File: src/rtl/fifo_sync_param.sv
// Single-clock first-word-fall-through FIFO on distributed RAM with occupancy count,
// registered almost-full/almost-empty flags and optional sticky error flags (FIFO_SYNC_ERR_EN).
module fifo_sync_param #(
    parameter int WIDTH      = 16,
    parameter int N_log      = 6,
    parameter int AFULL_THR  = 60,
    parameter int AEMPTY_THR = 4
) (
    input  logic             clk,
    input  logic             rst,
    input  logic [WIDTH-1:0] i_wr_data,
    input  logic             i_wr_en,
    output logic             o_full,
    output logic             o_almost_full,
    output logic [WIDTH-1:0] o_rd_data,
    input  logic             i_rd_en,
    output logic             o_empty,
    output logic             o_almost_empty,
    output logic [N_log:0]   o_words,
    output logic             o_err_ovf,
    output logic             o_err_unf
);

    localparam int             DEPTH    = 1 << N_log;
    localparam logic [N_log:0] L_DEPTH  = (N_log+1)'(DEPTH);
    localparam logic [N_log:0] L_AFULL  = (N_log+1)'(AFULL_THR);
    localparam logic [N_log:0] L_AEMPTY = (N_log+1)'(AEMPTY_THR);

    // Handshake: a write is taken when i_wr_en & !o_full and a read when
    // i_rd_en & !o_empty, both judged on this cycle's registered flags.
    logic [WIDTH-1:0] r_mem [DEPTH];
    logic [N_log-1:0] r_wr_ptr;
    logic [N_log-1:0] r_rd_ptr;
    logic [N_log:0]   r_count;
    logic             r_full;
    logic             r_empty;
    logic             r_afull;
    logic             r_aempty;

    logic             w_wr_acc;
    logic             w_rd_acc;
    logic [N_log:0]   w_count_nxt;

    assign w_wr_acc = i_wr_en & ~r_full;
    assign w_rd_acc = i_rd_en & ~r_empty;

    always_comb begin
        w_count_nxt = r_count;
        if (w_wr_acc && !w_rd_acc) begin
            w_count_nxt = r_count + (N_log+1)'(1);
        end else if (w_rd_acc && !w_wr_acc) begin
            w_count_nxt = r_count - (N_log+1)'(1);
        end
    end

    always_ff @(posedge clk) begin
        if (w_wr_acc) begin
            r_mem[r_wr_ptr] <= i_wr_data;
        end
    end

    always_ff @(posedge clk) begin
        if (rst) begin
            r_wr_ptr <= '0;
            r_rd_ptr <= '0;
            r_count  <= '0;
            r_full   <= 1'b0;
            r_empty  <= 1'b1;
            r_afull  <= 1'b0;
            r_aempty <= 1'b1;
        end else begin
            if (w_wr_acc) begin
                r_wr_ptr <= r_wr_ptr + N_log'(1);
            end
            if (w_rd_acc) begin
                r_rd_ptr <= r_rd_ptr + N_log'(1);
            end
            r_count  <= w_count_nxt;
            r_full   <= (w_count_nxt == L_DEPTH);
            r_empty  <= (w_count_nxt == '0);
            r_afull  <= (w_count_nxt >= L_AFULL);
            r_aempty <= (w_count_nxt <= L_AEMPTY);
        end
    end

    // Registered read pointer addresses the RAM asynchronously: head word is live.
    assign o_rd_data      = r_mem[r_rd_ptr];
    assign o_full         = r_full;
    assign o_empty        = r_empty;
    assign o_almost_full  = r_afull;
    assign o_almost_empty = r_aempty;
    assign o_words        = r_count;

`ifdef FIFO_SYNC_ERR_EN
    logic r_err_ovf;
    logic r_err_unf;

    always_ff @(posedge clk) begin
        if (rst) begin
            r_err_ovf <= 1'b0;
            r_err_unf <= 1'b0;
        end else begin
            if (i_wr_en && r_full) begin
                r_err_ovf <= 1'b1;
            end
            if (i_rd_en && r_empty) begin
                r_err_unf <= 1'b1;
            end
        end
    end

    assign o_err_ovf = r_err_ovf;
    assign o_err_unf = r_err_unf;
`else
    assign o_err_ovf = 1'b0;
    assign o_err_unf = 1'b0;
`endif

endmodule
File: config.mk
export PLATFORM = sky130hd
export DESIGN_NAME = fifo_sync_param
export DESIGN_NICKNAME = d
export VERILOG_FILES = /design/src/rtl/fifo_sync_param.sv
export SDC_FILE = /design/constraint.sdc
export NUM_CORES = 1
export LEC_CHECK = 0
export CAP_MARGIN = 20
export CELL_PAD_IN_SITES_DETAIL_PLACEMENT = 0
export CELL_PAD_IN_SITES_GLOBAL_PLACEMENT = 1
export CORE_ASPECT_RATIO = 0.7
export CORE_UTILIZATION = 40
export CTS_BUF_LIST = sky130_fd_sc_hd__clkbuf_16
export DETAILED_ROUTE_END_ITERATION = 10
export HOLD_SLACK_MARGIN = 0.12
export PLACE_DENSITY_LB_ADDON = 0.1
export SLEW_MARGIN = 5
export SYNTH_ARGS = -nofsm -noshare
export SYNTH_HDL_FRONTEND = slang
export SYNTH_SLANG_ARGS = --single-unit
File: constraint.sdc
create_clock -name clk -period 3.07 [get_ports clk]
set_input_delay 0.307 -clock clk [delete_from_list [all_inputs] [get_ports clk]]
set_output_delay 0.307 -clock clk [all_outputs]
set_load 0.02 [all_outputs]
==> results.cfg, run 1 <==
[run_status]
status = finished, violations left
violations = design-rule violations, negative setup slack

[logic_synthesis]
synth_top_cell_by_area = edfxtp_1
synth_edf_count = 1024
ys_dominant_reg_cell = edfxtp_1
avgSynthCellArea_um2 = 21.2
synth_cell_types = 59
synthTopCellsByCount = edfxtp_1, mux4_2, nor2_1
seq_area_frac_synth_pct = 77.2
synthesis.area_mm2 = 0.0406
synthTopCellsByArea = edfxtp_1, mux4_2, dfxtp_1
synth_top_area_share_pct = 75.7
synth_most_common_cell = edfxtp_1
ys_ff_latch = 1053
yosys_warnings = 0
netlist_instances = 1911
async_flop_share_pct = 0

[timing]
setup_slack_ns = -0.341
slew_headroom_pct = 26.7
rsz0062_at_grt = yes
period_minus_slack_ns = 3.41
fin_crit_sh_pct = 111
hold_violations = 0
tightest_slew_ns = 1.10
fin_hold_ws_ns = 0.170
setup_viol = 16
slew_viol_final = 0
fmax_mhz = 293
worst_clock_skew_ns = 0.0310

[grt]
antenna_found_initial = 4
grt_pass1_vias = 20600
overflow = 0
grt_start_max_net_pins = 65
track_usage_pct = 21.3
grt_pass1_wl_um = 153000

[placement]
dpl_cell_area_mm2 = 0.0443
place_congestion = 0.798
portBuffers = 46
place_ws_ns = -0.272
place_hpwl_um = 66000

[routing]
wl_met3_um = 6460
avgViaCountPerCell = 5.58
drtPass1Iterations = 8
drc = 4
detail-route-antenna-nets = 0
wl_per_cell_um = 29.7
routed.top_layer = met4
drt_iter0_drc = 1993
met2_length_um = 47100
vias = 20500
routed_wirelength_um = 109000
met1_length_um = 53400

[critical_path]
cp-end-kind = output port
crit_required_ns = 2.76
cp.buffers_inverters = 4
worstSetupStartpointType = register
critical_path.top_delay_family = buffers and inverters
crit_chain = buf_12 -> mux4_2 -> a22oi_1 -> buf_4 -> nand2_1 -> o21ai_2 -> buf_4 -> a211oi_2 -> buf_4
crit_type = reg -> out
critPathArrivalTime_ns = 3.10
max_stage_delay_ns = 0.56
path_max_fanout = 11
worst_path_max_delay_cell = mux4_2
cpMostUsedCell = buf_4

[clock_tree]
clock_tree.root_cell = clkbuf_16
cts_tree = built
clockBufferDepth = 3
clk_pin_slew_ns = 0.06
cts_sinks = 1053
clk_latency_ns = 0.71
htreeDepth = 3
cts_buffers = 105

[finish]
drive_gt1_share_pct = 36.8
post-route-util_pct = 49.1
area_growth_pct = 21.3
final_area_mm2 = 0.0492
final_nets = 2268

[pwr]
max-vdd-ir-drop_v = 0.000452
leakage_nw = 15.6
power_w = 0.0322
power-per-cell-area_mw_per_mm2 = 654

[die]
dieHeight_um = 269
die_width_um = 383
start_util_pct = 40.5
core-area_mm2 = 0.100
fp-row-count = 97
ios = 49
dieArea_mm2 = 0.103

[hold_path]
worst_hold_path_type = in -> reg

[job]
drv_cap = 0
-- power by group --
part           switching, W  internal, W  total [W]
sequential        0.0000950       0.0159     0.0159
clock               0.00538      0.00723     0.0126
combinational       0.00191      0.00175    0.00366
total               0.00738       0.0248     0.0322
-- state kept, by name (all words and copies together) (netlist names), named ones only --
signal	flops
r_rd_ptr	6
o_full	1
o_almost_empty	1
r_mem	1024
o_words	7
o_almost_full	1
r_wr_ptr	6
o_empty	1
-- per-layer routing --
layer,vias to the layer above,track usage [%]
met3,105,4.65
li1,8668,-
met1,11100,33.3
met4,0,4.65
met2,580,30.5
met5,-,0
-- cells by family (layout without fill, tap and decap cells) --
| family | after synthesis | in the layout | share of synthesized area [%] |
|---|---|---|---|
| buf+inv | 114 | 531 | 1.88 |
| flops | 1053 | 1053 | 77.2 |
| compound gates | 203 | 203 | 3.31 |
| fa+ha+maj | 4 | 4 | 0.123 |
| other cells | 1 | 3 | 0.00924 |
| mux | 278 | 278 | 14.4 |
| xor+xnor | 11 | 11 | 0.237 |
| simple gates | 247 | 247 | 2.87 |
-- layout make-up --
cell class              instances  area [um2]
clock inverters                85         697
diodes                          1        2.50
flip-flops and latches       1053       31300
fillers                      8301       51000
repair buffers                335        3530
well taps                    1336        1670
multi-input cells             745        9300
inverters                       4        15.0
clock buffers                 107        2680
-- cell usage in the layout, fill, tap and decap left out, types with 5 or more instances in the layout --
cell / netlist / layout
edfxtp_1: 1024 / 1024
mux4_2: 245 / 245
buf_4: 18 / 195
clkbuf_16: 0 / 110
nor2_1: 90 / 71
buf_12: 1 / 52
nand2_1: 62 / 50
a21oi_1: 50 / 34
a22oi_1: 64 / 33
buf_6: 26 / 33
a22oi_2: 0 / 31
inv_1: 4 / 28
dfxtp_1: 29 / 25
mux2i_1: 33 / 24
clkinv_1: 0 / 23
nor2_2: 2 / 21
o22ai_1: 28 / 21
clkinv_2: 0 / 20
buf_2: 35 / 18
clkdlybuf4s50_1: 0 / 14
nand3_1: 16 / 13
a21oi_2: 0 / 12
bufinv_16: 0 / 11
nand2_2: 0 / 10
a22o_1: 11 / 10
nor3_2: 0 / 9
buf_8: 1 / 9
nand2b_1: 9 / 8
xor2_1: 8 / 8
nor2b_1: 9 / 7
a31oi_1: 10 / 6
mux2i_4: 0 / 6
buf_16: 0 / 6
o21ai_1: 8 / 5
a211oi_2: 0 / 5
o22ai_2: 0 / 5
or3_1: 6 / 5
nor3_1: 18 / 5
dlygate4sd3_1: 0 / 5
-- what timing repair did --
| item | 4_1_cts | 5_1_grt |
|---|---|---|
| setup endpoints to repair | 16 | 16 |
| setup buffers | 21 | 20 |
| pin swaps | 33 | 36 |
| gates cloned | 3 | 3 |
| endpoints found under the hold margin | 38 | 41 |
| hold buffers | 2 | 3 |
| gates resized for setup | 195 | 90 |
-- final timing paths --
check	start	to	slack, ns	cells after the start
min	i_wr_data[6]	r_mem[9][6]$_DFFE_PP_	0.17	1
min reg2reg	r_rd_ptr[5]$_SDFFE_PP0P_	r_rd_ptr[5]$_SDFFE_PP0P_	0.54	2
max reg2reg	o_full$_SDFF_PP0_	r_mem[8][3]$_DFFE_PP_	0.85	5
max	register	o_rd_data[10]	-0.34	9
-- per-stage QoR --
stage	std cells	TNS, ns
after global routing	3665	-5.71
after floorplan	1912	0
after global placement	3426	-1.13
final	3666	-4.00
after detailed placement	3426	-1.27
after CTS	3643	-5.42
No activity file was read; power rests on OpenSTA's default activity.
==> run 2: changes to the inputs <==
--- a/config.mk
+++ b/config.mk
@@ -14,6 +14,7 @@
 export DETAILED_ROUTE_END_ITERATION = 10
 export HOLD_SLACK_MARGIN = 0.12
 export PLACE_DENSITY_LB_ADDON = 0.1
+export SKIP_LAST_GASP = 1
 export SLEW_MARGIN = 5
 export SYNTH_ARGS = -nofsm -noshare
 export SYNTH_HDL_FRONTEND = slang
==> constraint.sdc (replaced) <==
create_clock -name clk -period 3.4 [get_ports clk]
set_input_delay 0.34 -clock clk [delete_from_list [all_inputs] [get_ports clk]]
set_output_delay 0.34 -clock clk [all_outputs]
set_load 0.02 [all_outputs]
==> run 2 against run 1 <==
Effect of this change: the run ends with design-rule violations left; sequential share of layout area increased by 1.1 points; largest cell class unchanged; register-to-register slack improved by 0.08 ns; final area decreased by 1.7%; die area did not move; utilization shrank 0.82 points; combinational power is 13% lower; count of clock-buffer cells in the layout fell by 3; sequential cell count stayed put.
==> results.cfg, run 2 (synthesis gave the netlist of run 1 again) <==
[run_status]
status = finished, violations left
violations = design-rule violations

[finish]
top_register = r_mem
post-route-util_pct = 48.3
drive_gt1_share_pct = 35.3
area_growth_pct = 19.2
largest_reg_flops = 1024
final_nets = 2223
final_cell_mix = edfxtp_1, mux4_2, buf_4
final_common_cell = edfxtp_1

[die]
dieArea_mm2 = 0.103
ios = 49
start_util_pct = 40.5
fp-row-count = 97
die_width_um = 383
dieHeight_um = 269
core-area_mm2 = 0.100

[routing]
drt_iter0_drc = 1967
vias = 20400
avgViaCountPerCell = 5.64
detail-route-antenna-nets = 0
drc = 6
routed_wirelength_um = 109000
wl_per_cell_um = 30.1
drtPass1Iterations = 8

[grt]
grt_pass1_vias = 20400
overflow = 0
track_usage_pct = 21.4
grt_util_met1_pct = 33.5
antenna_found_initial = 1
grt_pass1_wl_um = 153000
grt_start_max_net_pins = 65
met3_usage_pct = 4.47
grt.busiest_layer = met1
use_met2_pct = 30.7

[timing]
setup_slack_ns = 0.0680
period_minus_slack_ns = 3.33
slew_viol_final = 0
worst_clock_skew_ns = 0.0216
finalSetupTns_ns = 0
fin_crit_sh_pct = 98.0
setup_viol = 0
fin_hold_ws_ns = 0.174
rsz0062_at_grt = yes
hold_violations = 0
slew_headroom_pct = 29.2
fmax_mhz = 300
tightest_slew_ns = 1.06

[clock_tree]
clockBufferDepth = 3
clk_latency_ns = 0.69
htreeDepth = 3
cts_buffers = 104
cts_sinks = 1053
clk_pin_slew_ns = 0.07
clock_tree.root_cell = clkbuf_16
cts_tree = built

[pwr]
power-per-cell-area_mw_per_mm2 = 598
leakage_nw = 15.2
max-vdd-ir-drop_v = 0.000472
power_w = 0.0290

[critical_path]
crit_chain = buf_12 -> mux4_2 -> a22oi_2 -> buf_4 -> nand2_2 -> o21ai_1 -> buf_4 -> a211oi_1 -> buf_4
path_max_fanout = 8
cp-end-kind = output port
worst_path_max_delay_cell = mux4_2
crit_type = reg -> out
max_stage_delay_ns = 0.59
crit_required_ns = 3.06
critPathArrivalTime_ns = 2.99
cpMostUsedCell = buf_4
worstSetupStartpointType = register

[placement]
place_hpwl_um = 65900
place_congestion = 0.812
place_ws_ns = -0.170
portBuffers = 46

[job]
drv_cap = 0

[hold_path]
worst_hold_path_type = in -> reg
run 2: layout make-up:
| cell class | instances | area [um2] |
|---|---|---|
| Fill cell | 8369 | 51800 |
| Sequential cell | 1053 | 31300 |
| Multi-Input combinational cell | 745 | 9200 |
| Timing Repair Buffer | 291 | 2840 |
| Clock buffer | 104 | 2600 |
| Tap cell | 1336 | 1670 |
| Clock inverter | 82 | 728 |
| Inverter | 4 | 15.0 |
| Antenna cell | 3 | 7.51 |
run 2: timing repair:
| action | in CTS | in global routing |
|---|---|---|
| resized for setup | 172 | 57 |
| setup endpoints to repair | 16 | 15 |
| cloned | 4 | 3 |
| hold buffers | 1 | 1 |
| pin swaps | 18 | 28 |
| hold endpoints to repair | 13 | 16 |
| buffers inserted | 27 | 10 |
run 2: per-layer routing:
| layer | routed length, um | vias up | part of all wire (%) |
|---|---|---|---|
| met3 | 7530 | 129 | 6.9 |
| met1 | 52200 | 11100 | 48 |
| li1 | - | 8586 | - |
| met5 | 0 | - | 0 |
| met2 | 47100 | 617 | 43 |
| met4 | 1880 | 0 | 1.7 |
run 2: path summary, 6_finish.rpt:
kind                                          startpoint                       end  slack (ns)  depth (start not counted)
worst max-delay path                            register              o_rd_data[1]        0.07                          9
worst max register to register         o_full$_SDFF_PP0_   r_mem[22][12]$_DFFE_PP_        0.93                          5
worst min register to register  r_rd_ptr[5]$_SDFFE_PP0P_  r_rd_ptr[5]$_SDFFE_PP0P_        0.53                          2
worst min-delay path                        i_wr_data[9]    r_mem[39][9]$_DFFE_PP_        0.17                          1
run 2: worst max-delay path, delay by kind of cell, from the launching register on:
| family | cells | cell delay, ns |
|---|---|---|
| simple gates | 1 | 0.07 |
| buf+inv | 4 | 0.69 |
| mux | 1 | 0.59 |
| compound gates | 3 | 0.53 |
| flops | 1 | 0.41 |
run 2: metrics by stage:
stage	instance area (um2)	std cells
final	48400	3618
after global routing	48400	3615
after CTS	48000	3603
after detailed placement	43800	3386
after global placement	43700	3383
after floorplan	40600	1912
run 2: power breakdown:
| group | internal (W) | switching, W | total [W] |
|---|---|---|---|
| Clock | 0.00653 | 0.00485 | 0.0114 |
| Sequential | 0.0143 | 0.0000757 | 0.0144 |
| Combinational | 0.00149 | 0.00170 | 0.00319 |
==> run 3: changes to the inputs <==
--- a/config.mk
+++ b/config.mk
@@ -5,7 +5,7 @@
 export SDC_FILE = /design/constraint.sdc
 export NUM_CORES = 1
 export LEC_CHECK = 0
-export CAP_MARGIN = 20
+export CAP_MARGIN = 0
 export CELL_PAD_IN_SITES_DETAIL_PLACEMENT = 0
 export CELL_PAD_IN_SITES_GLOBAL_PLACEMENT = 1
 export CORE_ASPECT_RATIO = 0.7
==> run 3 against run 2 <==
Effect of this change: the run still ends with design-rule violations left; utilization fell by 0.15 points; combinational power rose by 3%; via count decreased by 0.44%; sequential power about the same; sequential cell count did not move; non-clock buffer count down 6; critical endpoint is now o_rd_data[5]; largest power group unchanged; highest routed layer unchanged.
==> results.cfg, run 3 (synthesis gave the netlist of run 1 again) <==
[grt]
grt_pass1_vias = 20400
overflow = 0
antenna_found_initial = 1
track_usage_pct = 21.4
grt_pass1_wl_um = 154000
grt_start_max_net_pins = 65

[timing]
slew_headroom_pct = 12.0
tightest_slew_ns = 1.32
setup_slack_ns = 0.0369
period_minus_slack_ns = 3.36
rsz0062_at_grt = yes
hold_violations = 0
fmax_mhz = 297
setup_viol = 0
worst_clock_skew_ns = 0.0201
slew_viol_final = 0
fin_crit_sh_pct = 98.9
finalSetupTns_ns = 0

[critical_path]
path_max_fanout = 5
crit_type = reg -> out
crit_required_ns = 3.06
worstSetupStartpointType = register
critPathArrivalTime_ns = 3.02
cp-end-kind = output port

[run_status]
status = finished, violations left
violations = design-rule violations

[finish]
fillerInstances = 8313
largest_reg_flops = 1024
top_register = r_mem
final_common_cell = edfxtp_1
drive_gt1_share_pct = 35.6
final_area_mm2 = 0.0483
final_nets = 2215
final_cell_mix = edfxtp_1, mux4_2, buf_4
area_growth_pct = 18.9
multi_input_area_mm2 = 0.00931
post-route-util_pct = 48.1
ff_latch_area_mm2 = 0.0313

[routing]
vias = 20300
routed_wirelength_um = 108000
drt_iter0_drc = 2049
met2_length_um = 47400
routed.top_layer = met4
met1_length_um = 52700
drtPass1Iterations = 10
wl_per_cell_um = 30.0
wl_met3_um = 6540
detail-route-antenna-nets = 0
drc = 4
avgViaCountPerCell = 5.62

[die]
core-area_mm2 = 0.100
dieArea_mm2 = 0.103
fp-row-count = 97
dieHeight_um = 269
die_width_um = 383
start_util_pct = 40.5
ios = 49

[clock_tree]
clk_pin_slew_ns = 0.07
clk_latency_ns = 0.71
clock_tree.root_cell = clkbuf_16
cts_sinks = 1053
cts_buffers = 102
cts_hold_buf = 0
htreeDepth = 3
cts_tree = built
clockBufferDepth = 3

[placement]
place_congestion = 0.812
dpl_cell_area_mm2 = 0.0437
place_hpwl_um = 65000
place_ws_ns = -0.161
portBuffers = 46

[job]
drv_cap = 0

[pwr]
power-per-cell-area_mw_per_mm2 = 589
power_w = 0.0284
leakage_nw = 15.1
max-vdd-ir-drop_v = 0.000450

[hold_path]
worst_hold_path_type = in -> reg
[run 3: cell count changes in the layout (fill, tap and decap cells not counted), sizes merged, moves of 2 or more]
cell         delta
bufinv          -9
clkinv          +6
inv             +6
clkbuf          -3
dlygate4sd3     -2
[run 3: final cells by class]
| cell class | count | area share [%] |
|---|---|---|
| diodes | 3 | 0.0156 |
| clock buffers | 104 | 5.39 |
| clock inverters | 86 | 1.15 |
| inverters | 4 | 0.0311 |
| multi-input cells | 745 | 19.3 |
| flip-flops and latches | 1053 | 64.9 |
| well taps | 1336 | 3.46 |
| repair buffers | 285 | 5.71 |
[run 3: worst paths after layout]
check	endpoint	slack, ns	cells after the start	start
max	o_rd_data[5]	0.04	10	register
min	r_mem[63][4]$_DFFE_PP_	0.28	1	i_wr_data[4]
max reg2reg	r_mem[22][12]$_DFFE_PP_	0.95	5	o_full$_SDFF_PP0_
min reg2reg	r_rd_ptr[5]$_SDFFE_PP0P_	0.51	2	r_rd_ptr[5]$_SDFFE_PP0P_
[run 3: what timing repair did]
item                                    in CTS  in global routing
setup buffers                               31                  8
resized for setup                          219                 43
gates cloned                                 6                  0
pin swaps                                   34                 37
endpoints found under the setup margin      16                 15
hold endpoints to repair                     0                  0
[run 3: stage by stage]
stage / instances / hold slack (ns)
5_1_grt: 3613 / 0.263
3_5_place_dp: 3383 / 0.504
3_3_place_gp: 3383 / 0.491
4_1_cts: 3609 / 0.243
2_1_floorplan: 1912 / 0.439
6_report: 3616 / 0.283
[run 3: metal layers]
layer | up-vias | track usage, %
met2 | 573 | 31.0
met1 | 11100 | 33.4
li1 | 8572 | -
met5 | - | 0
met3 | 119 | 4.47
met4 | 0 | 4.24
[run 3: critical path, cell delays in order, from the launching register on]
cell	delay [ns]
dfxtp_4	0.38
buf_6	0.12
buf_12	0.14
buf_8	0.14
mux4_2	0.57
a22oi_2	0.28
nand2_2	0.13
o22ai_4	0.17
buf_4	0.15
a221oi_2	0.04
buf_4	0.21
[run 3: report_power, final]
| part | internal (W) | switching (W) |
|---|---|---|
| Sequential | 0.0143 | 0.0000714 |
| Combinational | 0.00154 | 0.00173 |
| Clock | 0.00587 | 0.00491 |
| Total | 0.0217 | 0.00671 |
